## src/rtl/target_scheduler.sv

```systemverilog
// Whack-a-mole style target scheduler: lights one of eight targets at pseudo-random,
// scores rising-edge hits on the lit target and runs a seconds countdown for the game.
module target_scheduler #(
  parameter int          GAME_SECONDS  = 30,
  parameter int          WINDOW_CYCLES = 50_000_000,
  parameter int          GAP_CYCLES    = 10_000_000,
  parameter logic [15:0] LFSR_SEED     = 16'hACE1
) (
  input  logic       clkIn,
  input  logic       reset,
  input  logic       start,
  input  logic       sec_tick,
  input  logic [7:0] buttons,
  output logic [7:0] target_led,
  output logic       player_scored,
  output logic       timer_expired,
  output logic [5:0] seconds_left,
  output logic       busy
);

  localparam int MAX_CYCLES = (WINDOW_CYCLES > GAP_CYCLES) ? WINDOW_CYCLES : GAP_CYCLES;
  localparam int CNT_W      = $clog2(MAX_CYCLES + 1);

  localparam logic [CNT_W-1:0] GAP_LAST  = CNT_W'(GAP_CYCLES - 1);
  localparam logic [CNT_W-1:0] WIN_LAST  = CNT_W'(WINDOW_CYCLES - 1);
  localparam logic [5:0]       GAME_SECS = 6'(GAME_SECONDS);
  localparam logic [15:0]      LFSR_TAPS = 16'hB400;

  typedef enum logic [1:0] {
    IDLE,
    GAP,
    SHOW,
    DONE
  } state_t;

  state_t           state, state_n;
  logic [CNT_W-1:0] cnt, cnt_n;
  logic [15:0]      lfsr;
  logic [7:0]       btn_q;
  logic [2:0]       prev_idx, prev_idx_n;
  logic [2:0]       pick;
  logic [7:0]       led_n;
  logic             scored_n;
  logic             expired_n;
  logic [5:0]       secs_n;
  logic             hit;
  logic             final_tick;

  // prev_idx doubles as the lit index while in SHOW, since it is updated on GAP->SHOW
  assign pick       = (lfsr[2:0] == prev_idx) ? (lfsr[2:0] + 3'd1) : lfsr[2:0];
  assign hit        = buttons[prev_idx] & ~btn_q[prev_idx];
  assign final_tick = sec_tick && (seconds_left == 6'd1);

  always_ff @(posedge clkIn or posedge reset) begin
    if (reset) begin
      lfsr  <= LFSR_SEED;
      btn_q <= 8'h00;
    end else begin
      lfsr  <= {1'b0, lfsr[15:1]} ^ (lfsr[0] ? LFSR_TAPS : 16'h0000);
      btn_q <= buttons;
    end
  end

  always_comb begin
    state_n    = state;
    cnt_n      = cnt;
    prev_idx_n = prev_idx;
    led_n      = target_led;
    scored_n   = 1'b0;
    expired_n  = 1'b0;
    secs_n     = seconds_left;

    case (state)
      IDLE, DONE: begin
        if (start) begin
          state_n = GAP;
          secs_n  = GAME_SECS;
          cnt_n   = '0;
          led_n   = 8'h00;
        end
      end

      GAP, SHOW: begin
        // The final tick wins over any phase event, including a same-cycle hit
        if (final_tick) begin
          state_n   = DONE;
          secs_n    = 6'd0;
          expired_n = 1'b1;
          led_n     = 8'h00;
          cnt_n     = '0;
        end else begin
          if (sec_tick && (seconds_left != 6'd0)) begin
            secs_n = seconds_left - 6'd1;
          end
          if (state == GAP) begin
            if (cnt == GAP_LAST) begin
              state_n    = SHOW;
              cnt_n      = '0;
              prev_idx_n = pick;
              led_n      = 8'd1 << pick;
            end else begin
              cnt_n = cnt + 1'b1;
            end
          end else if (hit) begin
            state_n  = GAP;
            cnt_n    = '0;
            led_n    = 8'h00;
            scored_n = 1'b1;
          end else if (cnt == WIN_LAST) begin
            state_n = GAP;
            cnt_n   = '0;
            led_n   = 8'h00;
          end else begin
            cnt_n = cnt + 1'b1;
          end
        end
      end

      default: state_n = IDLE;
    endcase
  end

  always_ff @(posedge clkIn or posedge reset) begin
    if (reset) begin
      state         <= IDLE;
      cnt           <= '0;
      prev_idx      <= 3'd0;
      target_led    <= 8'h00;
      player_scored <= 1'b0;
      timer_expired <= 1'b0;
      seconds_left  <= 6'd0;
      busy          <= 1'b0;
    end else begin
      state         <= state_n;
      cnt           <= cnt_n;
      prev_idx      <= prev_idx_n;
      target_led    <= led_n;
      player_scored <= scored_n;
      timer_expired <= expired_n;
      seconds_left  <= secs_n;
      busy          <= (state_n == GAP) || (state_n == SHOW);
    end
  end

endmodule

```

## config.mk

```make
export PLATFORM = sky130hd
export DESIGN_NAME = target_scheduler
export DESIGN_NICKNAME = d
export VERILOG_FILES = /design/src/rtl/target_scheduler.sv
export SDC_FILE = /design/constraint.sdc
export NUM_CORES = 1
export LEC_CHECK = 0
export ABC_AREA = 1
export CELL_PAD_IN_SITES_DETAIL_PLACEMENT = 1
export CELL_PAD_IN_SITES_GLOBAL_PLACEMENT = 2
export CORE_MARGIN = 2
export CORE_UTILIZATION = 39
export CTS_CLUSTER_DIAMETER = 150
export DETAILED_ROUTE_END_ITERATION = 10
export DONT_BUFFER_PORTS = 1
export PLACE_DENSITY_LB_ADDON = 0.1
export SKIP_CTS_REPAIR_TIMING = 1
export SLEW_MARGIN = 10
export SYNTH_ARGS = -nofsm -noshare
export SYNTH_HDL_FRONTEND = slang
export SYNTH_SLANG_ARGS = --single-unit
```

## constraint.sdc

```tcl
create_clock -name clkIn -period 2.4 [get_ports clkIn]
set_input_delay 0.36 -clock clkIn [delete_from_list [all_inputs] [get_ports clkIn]]
set_output_delay 0.36 -clock clkIn [all_outputs]
set_load 0.02 [all_outputs]
```

==> impl_metrics.json <==
{
  "syn_inst": 436,
  "grt_pass1_vias": 2976,
  "tns_ps": 0,
  "dpl_cell_area_um2": 3870,
  "ys_async_sr_fraction_pct": 100,
  "place_congestion": 0.801,
  "power_frac_comb_pct": 21.8,
  "core_area_um2": 9240,
  "die_h_um": 102,
  "route.final.wire_length_um": 8910,
  "cpPeakStageDelay_ps": 520,
  "max_slew_margin_pct": 68.3,
  "ys_top_cells_by_area": "dfrtp_1, nand2_1, inv_1",
  "min_period_ps": 2110,
  "grt_overflow_total": 0,
  "power_leakage_uw": 0.00198,
  "viasPerCell": 4.97,
  "hold_start": "buttons[0]",
  "worst_pin_slew_ps": 471,
  "antenna_cells": 0,
  "grt_pass1_wl_um": 15400,
  "synth_top_area_share_pct": 43.0,
  "ys_top_cells_by_count": "nand2_1, dfrtp_1, inv_1, nand3_1, nor2_1",
  "ys_ff_latch": 72,
  "dr.pass1.iters": 4,
  "dieArea_um2": 10400,
  "yosysUniqueCellTypes": 39,
  "period_share_pct": 87.7,
  "r2r-end": "cnt[7]$_DFFE_PP0P_",
  "synth_area_per_cell_um2": 8.55,
  "synth_edf_count": 0,
  "hold_depth": 0,
  "clkTransAtPathRegs_ps": 90,
  "finalClockSkew_ps": 10.7,
  "worstSetupStartpointType": "register",
  "end_kind": "register",
  "finalHoldViolCount": 0,
  "hold_slack_ps": 20.2,
  "slew_violations": 0,
  "holdPathEnd": "btn_q[0]$_DFF_PP0_",
  "cellInternalPower_uw": 2180,
  "worst_skew_pair.late_latency_ps": 360,
  "cts_tree": "yes",
  "required_ps": 2690,
  "dp_cells": 561,
  "io_pins": 29,
  "rows": 35,
  "initial_core_util_pct": 40.4,
  "worstSetupPathType": "register to register",
  "p_switching_uw": 1220,
  "critPathArrivalTime_ps": 2400,
  "cts_max_level": 3,
  "syn_nets": 454,
  "yosysSeqAreaShare_pct": 48.6,
  "ir_drop_uv": 303,
  "wl_per_cell_um": 15.4,
  "crit_fanout": 25,
  "grt_max_degree": 73,
  "num_vias": 2872,
  "clock_sinks": 72,
  "cp_cell_sequence": "inv_1 > ha_1 > nand4_2 > nand2_2 > inv_2 > nand3_4 > nand2_4 > nand3_1 > inv_1",
  "ys.warnings.count": 0,
  "fin_nets": 462,
  "drcViolationCount": 0,
  "swShare_pct": 35.9,
  "outcome": "finished clean",
  "crit_path_top_delay_cell": "dfrtp_1",
  "antenna_left": 0,
  "rsz0062_at_grt": "no",
  "yosysMostFrequentCell": "nand2_1",
  "die_w_um": 102,
  "p_clk_share_pct": 32.6,
  "clock-root-buffer": "clkbuf_8",
  "portBuffers": 0,
  "dp_hpwl_um": 6490,
  "sequentialPowerShare_pct": 45.6,
  "yosys.area.top_type": "dfrtp_1",
  "pwr_density_cell_nw_per_um2": 828,
  "drive_gt1_share_pct": 14.7,
  "rr_worst_depth": 9,
  "grtUsageTotal_pct": 19.4,
  "syn_to_final_growth_pct": 10.1,
  "rrSetupSlack_ps": 290,
  "cpMostUsedCell": "inv_1",
  "drt_iter0_markers": 91,
  "antenna_found_initial": 0,
  "cts.path.max_buffers": 2,
  "synth_flop_cell": "dfrtp_1",
  "setup_viol": 0,
  "cts-buffers-inserted": 9,
  "hold_class": "input port to register",
  "max_cap_viol_count": 0,
  "syn_area_um2": 3730,
  "final_design_area_no_fill_um2": 4110,
  "instances_no_fill": 578,
  "fmax_mhz": 475,
  "timing.rr.start": "seconds_left[1]$_DFFE_PP0P_"
}
-- power by group through the flow --
stage	Sequential [uW]	Clock, uW	Combinational [uW]
after floorplan	1540	0	596
after global placement	1570	0	736
after detailed placement	1580	0	757
after CTS	1560	1140	759
after global routing	1580	1200	862
final	1550	1110	741
-- cells by family after synthesis --
family	count (synthesis)	share of synthesized area, %
flops	72	48.6
fa+ha+maj	6	2.01
xor+xnor	24	5.84
buf+inv	76	8.56
compound gates	43	7.48
simple gates	215	27.5
-- per-layer routing --
metal,vias to the layer above,track usage [%],routed length [um]
met2,36,29.8,3950
li1,1415,-,-
met3,10,3.73,266
met4,0,6.24,127
met5,-,0,0
met1,1411,27.7,4570
-- area by class of cell --
class                           count  area (um^2)
Clock inverter                      7          103
Multi-Input combinational cell    288         1600
Fill cell                        1111         5130
Tap cell                          129          161
Sequential cell                    72         1810
Clock buffer                        9          124
Inverter                           68          255
Timing Repair Buffer                5         52.6
-- state kept, by name, summed over array words and instances (netlist names) --
name and flops:
player_scored 1, lfsr 16, busy 1, prev_idx 3
seconds_left 6, cnt 26, btn_q 8, target_led 8
timer_expired 1, state 2
-- placed cells by master (no fill, tap or decap), types with 9 or more instances in the layout --
cell,instances
clkbuf_8,9
dfrtp_1,64
inv_1,62
nand2_1,89
nand2_2,9
nand3_1,42
nand4_1,13
nor2_1,34
nor3_1,10
o21ai_0,15
xor2_1,20
-- per-stage QoR --
stage	worst slack [ps]	util, %	total power (uW)
after global placement	241	41.9	2310
after floorplan	228	-	2140
final	295	44.4	3400
after detailed placement	251	41.9	2330
after global routing	59.0	44.4	3640
after CTS	230	44.3	3460
-- worst max-delay path: cells and delay by family (launching register included) --
| family | cells | cell delay [ps] |
|---|---|---|
| adder cells (fa/ha/maj) | 1 | 210 |
| buffers and inverters | 3 | 350 |
| flip-flops | 1 | 520 |
| AND/OR/NAND/NOR | 5 | 950 |
-- how the worst max path moves through the flow --
| stage | start | slack, ps | end | cells past startpoint |
|---|---|---|---|---|
| 3_5_place_dp | seconds_left[1]$_DFFE_PP0P_ | 250 | cnt[7]$_DFFE_PP0P_ | 9 |
| 5_1_grt | seconds_left[1]$_DFFE_PP0P_ | 60 | target_led[4]$_DFFE_PP0P_ | 9 |
| 3_3_place_gp | seconds_left[1]$_DFFE_PP0P_ | 240 | cnt[7]$_DFFE_PP0P_ | 9 |
| 2_1_floorplan | reset | 230 | btn_q[0]$_DFF_PP0_ | 1 |
| 6_report | seconds_left[1]$_DFFE_PP0P_ | 290 | cnt[7]$_DFFE_PP0P_ | 9 |
| 4_1_cts | seconds_left[1]$_DFFE_PP0P_ | 230 | cnt[7]$_DFFE_PP0P_ | 9 |
Power figures use the tool's default switching activity.
